File: src/rtl/dispatch_pkg.sv
// Shared types and constants for the dispatch stage that feeds the exe unit.
// The instruction layout below is the contract between fetch, dispatch and the bench.
package dispatch_pkg;

  localparam int DATA_W  = 10;
  localparam int REG_AW  = 4;
  localparam int OP_W    = 3;
  localparam int CNT_W   = 16;
  localparam int INSTR_W = 2 + OP_W + 3 * REG_AW + DATA_W;

  typedef enum logic [OP_W-1:0] {
    OP_ADD  = 3'd0,
    OP_SUB  = 3'd1,
    OP_MAX  = 3'd2,
    OP_MIN  = 3'd3,
    OP_AND  = 3'd4,
    OP_ORR  = 3'd5,
    OP_XOR  = 3'd6,
    OP_XNOR = 3'd7
  } op_e;

  localparam int LD_BIT  = 26;
  localparam int OP_MSB  = 25;
  localparam int OP_LSB  = 23;
  localparam int IMM_BIT = 22;
  localparam int RD_MSB  = 21;
  localparam int RD_LSB  = 18;
  localparam int RS0_MSB = 17;
  localparam int RS0_LSB = 14;
  localparam int RS1_MSB = 13;
  localparam int RS1_LSB = 10;
  localparam int K_MSB   = 9;
  localparam int K_LSB   = 0;

  typedef struct packed {
    logic              ld;
    op_e               op;
    logic              imm;
    logic [REG_AW-1:0] rd;
    logic [REG_AW-1:0] rs0;
    logic [REG_AW-1:0] rs1;
    logic [DATA_W-1:0] k;
  } instr_t;

endpackage

File: src/rtl/dispatch_instr_unpack.sv
// Combinational slicer: splits a packed instruction into named fields and
// flags whether the instruction actually reads rs1 (register-register ALU op).
module instr_unpack
  import dispatch_pkg::*;
(
  input  logic [INSTR_W-1:0] instr,
  output instr_t             fields,
  output logic               uses_rs1
);

  always_comb begin
    fields.ld  = instr[LD_BIT];
    fields.op  = op_e'(instr[OP_MSB:OP_LSB]);
    fields.imm = instr[IMM_BIT];
    fields.rd  = instr[RD_MSB:RD_LSB];
    fields.rs0 = instr[RS0_MSB:RS0_LSB];
    fields.rs1 = instr[RS1_MSB:RS1_LSB];
    fields.k   = instr[K_MSB:K_LSB];
    uses_rs1   = !instr[LD_BIT] && !instr[IMM_BIT];
  end

endmodule

File: src/rtl/dispatch.sv
// Issue/write-back sequencer in front of exe: ISS register drives exe, WB register
// writes the captured result back through exe's write port one cycle later.
module dispatch
  import dispatch_pkg::*;
(
  input  logic               i_clk,
  input  logic               i_rst,
  input  logic               i_valid,
  output logic               o_ready,
  input  logic [INSTR_W-1:0] i_instr,
  input  logic [DATA_W-1:0]  i_exe_data,
  output logic [OP_W-1:0]    o_oper,
  output logic [REG_AW-1:0]  o_reg0,
  output logic [REG_AW-1:0]  o_reg1,
  output logic               o_imm,
  output logic [DATA_W-1:0]  o_data,
  output logic [REG_AW-1:0]  o_reg2,
  output logic [DATA_W-1:0]  o_data2,
  output logic [CNT_W-1:0]   o_retired
);

  instr_t            in_f;
  logic              in_uses_rs1;
  logic              hazard;
  logic              accept;

  logic              iss_valid;
  instr_t            iss;

  logic              wb_valid;
  logic [REG_AW-1:0] wb_rd;
  logic [DATA_W-1:0] wb_data;

  instr_unpack u_unpack (
    .instr    (i_instr),
    .fields   (in_f),
    .uses_rs1 (in_uses_rs1)
  );

  // Only the instruction in ISS can conflict: anything in WB is written
  // at the same edge the incoming instruction moves into ISS.
  always_comb begin
    hazard = 1'b0;
    if (iss_valid && (iss.rd != '0) && !in_f.ld) begin
      hazard = (in_f.rs0 == iss.rd) || (in_uses_rs1 && (in_f.rs1 == iss.rd));
    end
    o_ready = !i_rst && !hazard;
  end

  assign accept = i_valid && o_ready;

  always_ff @(posedge i_clk) begin
    if (i_rst) begin
      iss_valid <= 1'b0;
    end else begin
      iss_valid <= accept;
      if (accept) begin
        iss <= in_f;
      end
    end
  end

  always_ff @(posedge i_clk) begin
    if (i_rst) begin
      wb_valid <= 1'b0;
    end else begin
      wb_valid <= iss_valid;
      wb_rd    <= iss.rd;
      wb_data  <= iss.ld ? iss.k : i_exe_data;
    end
  end

  always_ff @(posedge i_clk) begin
    if (i_rst) begin
      o_retired <= '0;
    end else if (wb_valid) begin
      o_retired <= o_retired + CNT_W'(1);
    end
  end

  // Loads and bubbles leave exe computing an idle ADD r0,r0.
  always_comb begin
    o_oper  = '0;
    o_reg0  = '0;
    o_reg1  = '0;
    o_imm   = 1'b0;
    o_data  = '0;
    o_reg2  = '0;
    o_data2 = '0;
    if (iss_valid && !iss.ld) begin
      o_oper = iss.op;
      o_reg0 = iss.rs0;
      o_reg1 = iss.rs1;
      o_imm  = iss.imm;
      o_data = iss.k;
    end
    if (wb_valid && (wb_rd != '0)) begin
      o_reg2  = wb_rd;
      o_data2 = wb_data;
    end
  end

endmodule
File: config.mk
export PLATFORM = sky130hd
export DESIGN_NAME = dispatch
export DESIGN_NICKNAME = d
export VERILOG_FILES = /design/src/rtl/dispatch_pkg.sv /design/src/rtl/dispatch_instr_unpack.sv /design/src/rtl/dispatch.sv
export SDC_FILE = /design/constraint.sdc
export NUM_CORES = 1
export LEC_CHECK = 0
export ABC_AREA = 1
export CAP_MARGIN = 10
export CORE_ASPECT_RATIO = 1.1
export CORE_MARGIN = 8
export CORE_UTILIZATION = 45
export DETAILED_ROUTE_END_ITERATION = 7
export PLACE_DENSITY = 0.77
export RECOVER_POWER = 25
export SLEW_MARGIN = 30
export SYNTH_ARGS = -nofsm -noshare
export SYNTH_HDL_FRONTEND = slang
export SYNTH_SLANG_ARGS = --single-unit
export TNS_END_PERCENT = 100
File: constraint.sdc
create_clock -name i_clk -period 4.4 [get_ports i_clk]
set_input_delay 0.88 -clock i_clk [delete_from_list [all_inputs] [get_ports i_clk]]
set_output_delay 0.88 -clock i_clk [all_outputs]
set_load 0.05 [all_outputs]
==> results of run 1 <==
[per-stage QoR]
stage	cells	hold WS (ns)	setup WS (ns)	util	total power [uW]
after floorplan	297	0.4170	0.9178	-	710.1
after global placement	462	0.4379	1.411	0.6373	776.5
after detailed placement	462	0.4374	1.382	0.6373	778.5
after CTS	478	0.4437	1.058	0.6641	1175
after global routing	480	0.4776	0.9577	0.6650	1206
final	480	0.4429	1.098	0.6650	1156
[per-layer routing]
metal  GRT usage  part of all wire  vias to the layer above
met2      0.2523              0.49                       62
met5           0                 0                        -
li1            -                 -                     1118
met1      0.1579              0.40                      959
met4     0.07351             0.014                        0
met3     0.06661             0.091                        8
[layout make-up]
type / count / area [um^2] / area share
clock buffers: 12 / 135.1 / 0.03544
clock inverters: 4 / 18.77 / 0.004923
multi-input cells: 168 / 788.3 / 0.2068
repair buffers: 95 / 940.9 / 0.2468
diodes: 2 / 5.005 / 0.001313
inverters: 63 / 236.5 / 0.06203
well taps: 77 / 96.34 / 0.02527
flip-flops and latches: 59 / 1592 / 0.4175
[worst register-to-register path: stages (launching register included)]
cell and delay, ns:
sky130_fd_sc_hd__edfxtp_1 0.44, sky130_fd_sc_hd__inv_1 0.14, sky130_fd_sc_hd__nand2_1 0.07, sky130_fd_sc_hd__nand2_1 0.07, sky130_fd_sc_hd__nor2_1 0.05, sky130_fd_sc_hd__nand2_1 0.06
sky130_fd_sc_hd__nand2_1 0.05, sky130_fd_sc_hd__nand2_1 0.05, sky130_fd_sc_hd__nand2_1 0.08, sky130_fd_sc_hd__nor2_2 0.08, sky130_fd_sc_hd__buf_4 0.33
[registers in the layout (all words and copies together), names as in the netlist]
name / flops
iss: 27
iss_valid: 1
o_retired: 16
wb_data: 10
wb_rd: 4
wb_valid: 1
[placed cells by master (no fill, tap or decap)]
cell / count
sky130_fd_sc_hd__a21oi_1: 19
sky130_fd_sc_hd__a31oi_1: 1
sky130_fd_sc_hd__and3_1: 1
sky130_fd_sc_hd__buf_4: 4
sky130_fd_sc_hd__clkbuf_1: 3
sky130_fd_sc_hd__clkbuf_8: 9
sky130_fd_sc_hd__clkdlybuf4s50_1: 57
sky130_fd_sc_hd__clkinv_1: 1
sky130_fd_sc_hd__clkinv_2: 3
sky130_fd_sc_hd__dfxtp_1: 18
sky130_fd_sc_hd__diode_2: 2
sky130_fd_sc_hd__dlygate4sd3_1: 34
sky130_fd_sc_hd__edfxtp_1: 41
sky130_fd_sc_hd__ha_1: 1
sky130_fd_sc_hd__inv_1: 62
sky130_fd_sc_hd__inv_2: 1
sky130_fd_sc_hd__nand2_1: 40
sky130_fd_sc_hd__nand2_2: 2
sky130_fd_sc_hd__nand2_4: 1
sky130_fd_sc_hd__nand3_1: 7
sky130_fd_sc_hd__nand3_2: 1
sky130_fd_sc_hd__nand4_1: 2
sky130_fd_sc_hd__nor2_1: 69
sky130_fd_sc_hd__nor2_2: 2
sky130_fd_sc_hd__nor2_4: 3
sky130_fd_sc_hd__nor3_1: 3
sky130_fd_sc_hd__nor3_2: 1
sky130_fd_sc_hd__nor3_4: 1
sky130_fd_sc_hd__nor4_1: 1
sky130_fd_sc_hd__o21a_1: 1
sky130_fd_sc_hd__o21ai_0: 5
sky130_fd_sc_hd__o21ai_1: 2
sky130_fd_sc_hd__or2_0: 1
sky130_fd_sc_hd__xor2_1: 4
[cells in the mapped netlist, drive strengths merged]
library cell | n | area share
a21oi | 19 | 0.036
a31oi | 1 | 0.0024
and3 | 1 | 0.0024
buf | 1 | 0.0019
clkbuf | 6 | 0.0085
dfxtp | 18 | 0.14
edfxtp | 41 | 0.47
ha | 1 | 0.0047
inv | 63 | 0.090
nand2 | 43 | 0.066
nand3 | 8 | 0.017
nand4 | 2 | 0.0047
nor2 | 74 | 0.11
nor3 | 5 | 0.016
nor4 | 1 | 0.0024
o21a | 1 | 0.0028
o21ai | 7 | 0.013
or2 | 1 | 0.0024
xor2 | 4 | 0.013
[final timing paths]
path                  start         to  slack [ns]  cells past startpoint
setup / recovery    iss[26]  o_data[9]        1.10                      4
hold / removal    iss_valid   wb_valid        0.44                      2
setup reg to reg    iss[21]     iss[2]        2.65                     10
hold reg to reg   iss_valid   wb_valid        0.44                      2
[cell families (layout without fill, tap and decap cells)]
family / after synthesis / after routing / synth area share
xor gates and xnor gates: 4 / 4 / 0.01326
and+or+nand+nor: 135 / 135 / 0.2250
DFF: 59 / 59 / 0.6026
AOI/OAI and AO/OA: 28 / 28 / 0.05448
buffers and inverters: 70 / 174 / 0.09995
adders and majority gates: 1 / 1 / 0.004736
other: 0 / 2 / 0
[report_power, final]
group / switching (uW) / leakage, uW / total, uW / internal [uW]
Combinational: 78.8 / 0.00102 / 133 / 54.1
Sequential: 10.1 / 0.000534 / 627 / 617
Clock: 196 / 0.0000816 / 396 / 200
==> metrics list, run 1 <==
- Setup TNS: 0 ns
- Synthesis handed over a netlist of 297 instances.
- Input/output buffers: 92
- The floorplan step set the die height to 96.35 um.
- Count of cell types in the netlist: 28
* Resize count post-CTS: 0
- The die covers 0.008579 mm^2.
* Overflow after GRT: 0
- Worst IR Drop VDD: 0.0002227 V
* Final net count: 437
* Proportion of synthesized chip area in sequential cells: 0.6026
* Mean cell area of the mapped netlist: 8.893 um^2
- Initial Util: 0.4607
* Power per Cell Area: 303.3 mW/mm^2
- Startpoint type of the worst setup path: flop
- Walking the worst path, the cells encountered are or2_0, buf_4, nor2_1, clkdlybuf4s50_1.
- Unrepaired setup endpoints after global routing: false
* Number of antenna violations at the first check in global routing: 2
- I/O pin total: 93
- Standby leakage power: 0.001637 uW
* DR WL/cell: 12.96 um
- In the final layout, the share of cells above drive strength 1 is 0.06983.
- DRC: 0
* Slowest-stage cell, CP: sky130_fd_sc_hd__clkdlybuf4s50_1
- The run finished with clean final reports.
- From synthesis to final layout, the design area changed by 44.34%.
* Clock tree skew after final layout: 0.007239 ns
- The synthesized netlist occupies a cell area of 0.002641 mm^2.
* Final weighted congestion of routability-driven global placement: 0.8604
* Classification of the worst setup path: reg2out
* Number of buffer and inverter stages on the critical path: 2
- Overall routed net length: 6.222 mm
- Synth Net Count: 338
- Once the clock tree was built, the setup fixing pass inserted 0 buffers.
- Hold bufs inserted after CTS: 0
* Final standard cell area without fillers: 0.003812 mm^2
- The core region is 0.005733 mm^2.
- Clock input transition at the sequential cells of the worst setup and hold paths: 0.06 ns
* Number of vias per cell after detailed routing: 4.473
- Number of setup violations in the final report: 0
- For this run, the slowest stage of the critical path takes 0.84 ns.
- In this design, the largest share of critical-path delay is due to buffers and inverters.
- The tree is rooted in a sky130_fd_sc_hd__clkbuf_8.
- Data arrives at the worst endpoint at 2.42 ns.
- The clock tree synthesis step divided the H-tree into 3 levels.
- Width of the chip: 89.05 um
* Transition at the pin with the smallest max-transition slack: 0.5626 ns
* Placement Cell Area: 0.003654 mm^2
- The detailed router finished its first iteration with 64 violations.
- Clock tree synthesis inserted a total of 9 buffers.
- Total of max-cap violations: 0
- TritonCTS built the clock tree.
* Wire length of the first global-routing pass: 9.832 mm
* Post-route minimum period: 3.302 ns
- Placement row count: 29
- TritonRoute pass-1 iters: 4
- The hold violation total from the final report is 0.
* Latest clock arrival within the worst-skew pair: 0.32 ns
* Element type at the critical path end: primary output
* Class of the tightest hold or removal check: reg2reg
- Synth warnings: 0
- In this run, synthesis produced a sequential element count of 59.
- Largest fanout of any net on the critical path: 22
- Max-slew violations: 0
- HPWL reported at the end of detailed placement: 4.863 mm
- The number of global-route vias before repair is 2193.
* Ratio of final minimum period to clock period: 0.7504
* Pin count of the biggest net entering global routing: 28
- Clock sinks: 59
- For this block, the via count after detailed routing is 2147.
- Total track usage: 0.1505
- Data required time of the critical path: 3.52 ns
- Final-layout fill cell count: 493
* Buffers from clock root to sink, at most: 2
- Static timing analysis puts the maximum clock frequency at 302.9 MHz.
* Detail Route Antenna Nets: 0
- Relative slew slack: 0.6249
No activity file was read; power rests on OpenSTA's default activity.
==> run 2, diff against run 1 <==
--- a/config.mk
+++ b/config.mk
@@ -9,9 +9,9 @@
 export CAP_MARGIN = 10
 export CORE_ASPECT_RATIO = 1.1
 export CORE_MARGIN = 8
-export CORE_UTILIZATION = 45
+export CORE_UTILIZATION = 40
 export DETAILED_ROUTE_END_ITERATION = 7
-export PLACE_DENSITY = 0.77
+export PLACE_DENSITY = 0.72
 export RECOVER_POWER = 25
 export SLEW_MARGIN = 30
 export SYNTH_ARGS = -nofsm -noshare
==> constraint.sdc (replaced) <==
create_clock -name i_clk -period 2.67 [get_ports i_clk]
set_input_delay 0.534 -clock i_clk [delete_from_list [all_inputs] [get_ports i_clk]]
set_output_delay 0.534 -clock i_clk [all_outputs]
set_load 0.05 [all_outputs]
==> metrics list, run 2 (synthesized netlist as in run 1, its figures left out) <==
* Worst path cell trace: dlygate4sd3_1, inv_1, nand2_1, nand2_1, nor2_1, nand3_1, nand2_1, nand2_1, nand2_1, inv_1, buf_12 (was or2_0, buf_4, nor2_1, clkdlybuf4s50_1)
* Met2 usage: 0.2269 (was 0.2523)
* Slowest-stage cell, CP: sky130_fd_sc_hd__dlygate4sd3_1 (was sky130_fd_sc_hd__clkdlybuf4s50_1)
* Detailed router's first-iteration violation count: 55 (was 64)
* Clock input transition at the sequential cells of the worst setup and hold paths: 0.06 ns (about the same)
* Standby leakage power: 0.001727 uW (was 0.001637 uW)
* Critical path launch point: i_instr[11] (was iss[26])
- Setup TNS: 0 ns (unchanged)
* Element type at the critical path end: primary output (unchanged)
- Leading registers by flop count: iss: 27 flops, o_retired: 16 flops, wb_data: 10 flops (unchanged).
- Die H: 101.2 um (was 96.35 um)
- I/O pin total: 93 (unchanged)
* CTS tree: yes (unchanged)
- Max-slew violations: 0 (unchanged)
- Fraction of met1 tracks used by global routing: 0.1327 (was 0.1579)
- The critical path launch point type was an input pin (was flop).
* Final core area utilization: 0.5880 (was 0.6650)
* Layout cells sized above 1: 0.1584 (was 0.06983)
- Number of clock buffers inserted by TritonCTS: 9 (unchanged)
* Clock tree skew after final layout: 0.008203 ns (was 0.007239 ns)
* Layer carrying the most global-route usage: met2 (unchanged)
* Maximum frequency from static timing analysis: 404.2 MHz
- Ratio of final minimum period to clock period: 0.9267
- CORE AREA: 0.006477 mm^2 (was 0.005733 mm^2)
* Number of flip-flops under the largest register name: 27 (unchanged)
- The slew of the pin with the lowest slew margin is 0.7366 ns (was 0.5626 ns).
- Library cell appearing most often on the critical path: sky130_fd_sc_hd__nand2_1
* Final net count: 440 (was 437)
- The die outline area is 0.009463 mm^2 (was 0.008579 mm^2).
- The detailed-route DRC error count was 0 (unchanged).
- The overall via count from detail_route came to 2150 (was 2147).
- The weighted congestion at the end of routability-driven global placement came to 0.7847 (was 0.8604).
- R2r startpoint: iss[19] (was iss[21])
- The arrival time at the worst endpoint came to 1.94 ns (was 2.42 ns).
* Buffers from clock root to sink, at most: 2 (unchanged)
- Via count of the first global-routing pass: 2204 (was 2193)
- The routed wire length was 6.084 mm (was 6.222 mm).
* Final count of hold timing violations: 0 (unchanged)
- Most frequent cells in the layout: sky130_fd_sc_hd__nor2_1 (69), sky130_fd_sc_hd__inv_1 (62), sky130_fd_sc_hd__edfxtp_1 (41), sky130_fd_sc_hd__nand2_1 (40), sky130_fd_sc_hd__buf_4 (36) (was sky130_fd_sc_hd__nor2_1 (69), sky130_fd_sc_hd__inv_1 (62), sky130_fd_sc_hd__clkdlybuf4s50_1 (57), sky130_fd_sc_hd__edfxtp_1 (41), sky130_fd_sc_hd__nand2_1 (40))
* Detail Route Antenna Nets: 0 (unchanged)
- The capturing instance or port of the critical path is o_ready (was o_data[9]).
* Power per Cell Area: 531.1 mW/mm^2 (was 303.3 mW/mm^2)
- Unrepaired setup endpoints after global routing: false (unchanged).
- The startpoint of the worst hold path is iss_valid (unchanged).
* TritonRoute pass-1 iters: 4 (unchanged)
- The routed design could run at a clock period as short as 2.474 ns.
- Number of setup violations in the final report: 0 (unchanged)
- Data required time of the critical path: 2.14 ns (was 3.52 ns)
- The CTS root buffer is sky130_fd_sc_hd__clkbuf_8 (unchanged).
- Worst IR Drop VDD: 0.0003428 V (was 0.0002227 V)
- The global-route wire length before repair was 9.694 mm (was 9.832 mm).
* Width of the chip: 93.48 um (was 89.05 um)
- Status: finished clean (unchanged).
- The clock insertion delay at the later pin of the skew report came to 0.33 ns (was 0.32 ns).
- Total track usage: 0.1329 (was 0.1505)
* Class of the tightest hold or removal check: reg2reg (unchanged)
- The H-tree depth reported by CTS was 3 (unchanged).
- The most flop-heavy register was iss (unchanged).
- Most common library cell in the layout ignoring fill and taps: sky130_fd_sc_hd__nor2_1 (unchanged)
- Met3 capacity usage during global routing: 0.05708 (was 0.06661)
- The count of port buffers added during placement is 92 (unchanged).
- Hold bufs inserted after CTS: 0 (unchanged)
- The average routed wire per standard cell was 12.49 um (was 12.96 um).
* Pin count of the biggest net entering global routing: 24 (was 28)
* Relative slew slack: 0.5090 (was 0.6249)
- Largest fanout of any net on the critical path: 3 (was 22)
- Number of cells on the worst reg-to-reg path: 10 (unchanged)
- The post-DP HPWL came to 4.774 mm (was 4.863 mm).
- The initial antenna violation count was 1 (was 2).
- Placement row count: 31 (was 29)
- The total of max-cap violations came to 0 (unchanged).
- The count of instances resized after the clock tree is built was 0 (unchanged).
- The area added between synthesis and finish came to 44.20% (was 44.34%).
- Classification of the worst setup path: in2out (was reg2out)
- Clock sinks: 59 (unchanged)
- Crit-path max cell delay: 0.58 ns (was 0.84 ns)
- The total congestion overflow after global routing was 0 (unchanged).
- Number of vias per cell after detailed routing: 4.415 (was 4.473)
- Post-CTS setup repair buffer count: 0 (unchanged)
- The endpoint of the most critical register-to-register path is iss[8] (was iss[2]).
* Initial Util: 0.4078 (was 0.4607)
- The slack of the worst reg-to-reg path was 0.93 ns (was 2.65 ns).
-- run 2: worst min path at each step --
stage / endpoint / slack (ns) / cells after the start
floorplan: wb_valid / 0.42 / 2
global placement: wb_valid / 0.44 / 2
detailed placement: wb_valid / 0.45 / 2
CTS: wb_valid / 0.46 / 2
global route: wb_valid / 0.49 / 2
finish: wb_valid / 0.45 / 2
-- run 2: stage by stage --
step	cells	total power [uW]	hold slack, ns	cell area, um^2	setup slack [ns]
after global placement	470	1285	0.4437	3630	0.3125
after floorplan	297	1171	0.4170	2649	0.1732
final	487	2023	0.4491	3809	0.1958
after CTS	486	2060	0.4595	3814	0.2018
after detailed placement	470	1287	0.4467	3630	0.2747
after global routing	487	2111	0.4871	3809	0.07490
-- run 2: critical path, delay by kind of cell --
family | cells | cell delay [ns]
buffers and inverters | 4 | 0.89
and+or+nand+nor | 7 | 0.51
-- run 2: per-layer routing --
layer / wire (um) / up-vias / part of all wire
met1: 2459 / 949 / 0.40
met2: 2992 / 62 / 0.49
met4: 127 / 0 / 0.021
met3: 504 / 10 / 0.083
met5: 0 / - / 0
li1: - / 1129 / -
-- run 2: final cells by class --
| class | instances | area (um^2) |
|---|---|---|
| Multi-Input combinational cell | 168 | 793.3 |
| Clock inverter | 6 | 56.30 |
| Tap cell | 82 | 102.6 |
| Sequential cell | 59 | 1592 |
| Inverter | 63 | 236.5 |
| Timing Repair Buffer | 98 | 898.4 |
| Antenna cell | 1 | 2.502 |
| Clock buffer | 10 | 127.6 |
| Fill cell | 576 | 2669 |
-- run 2: report_power, final --
part / internal (uW) / leakage [uW] / switching (uW) / total, uW
Clock: 423 / 0.0000935 / 344 / 767
Sequential: 1020 / 0.000534 / 12.4 / 1030
Combinational: 92.5 / 0.00110 / 135 / 227
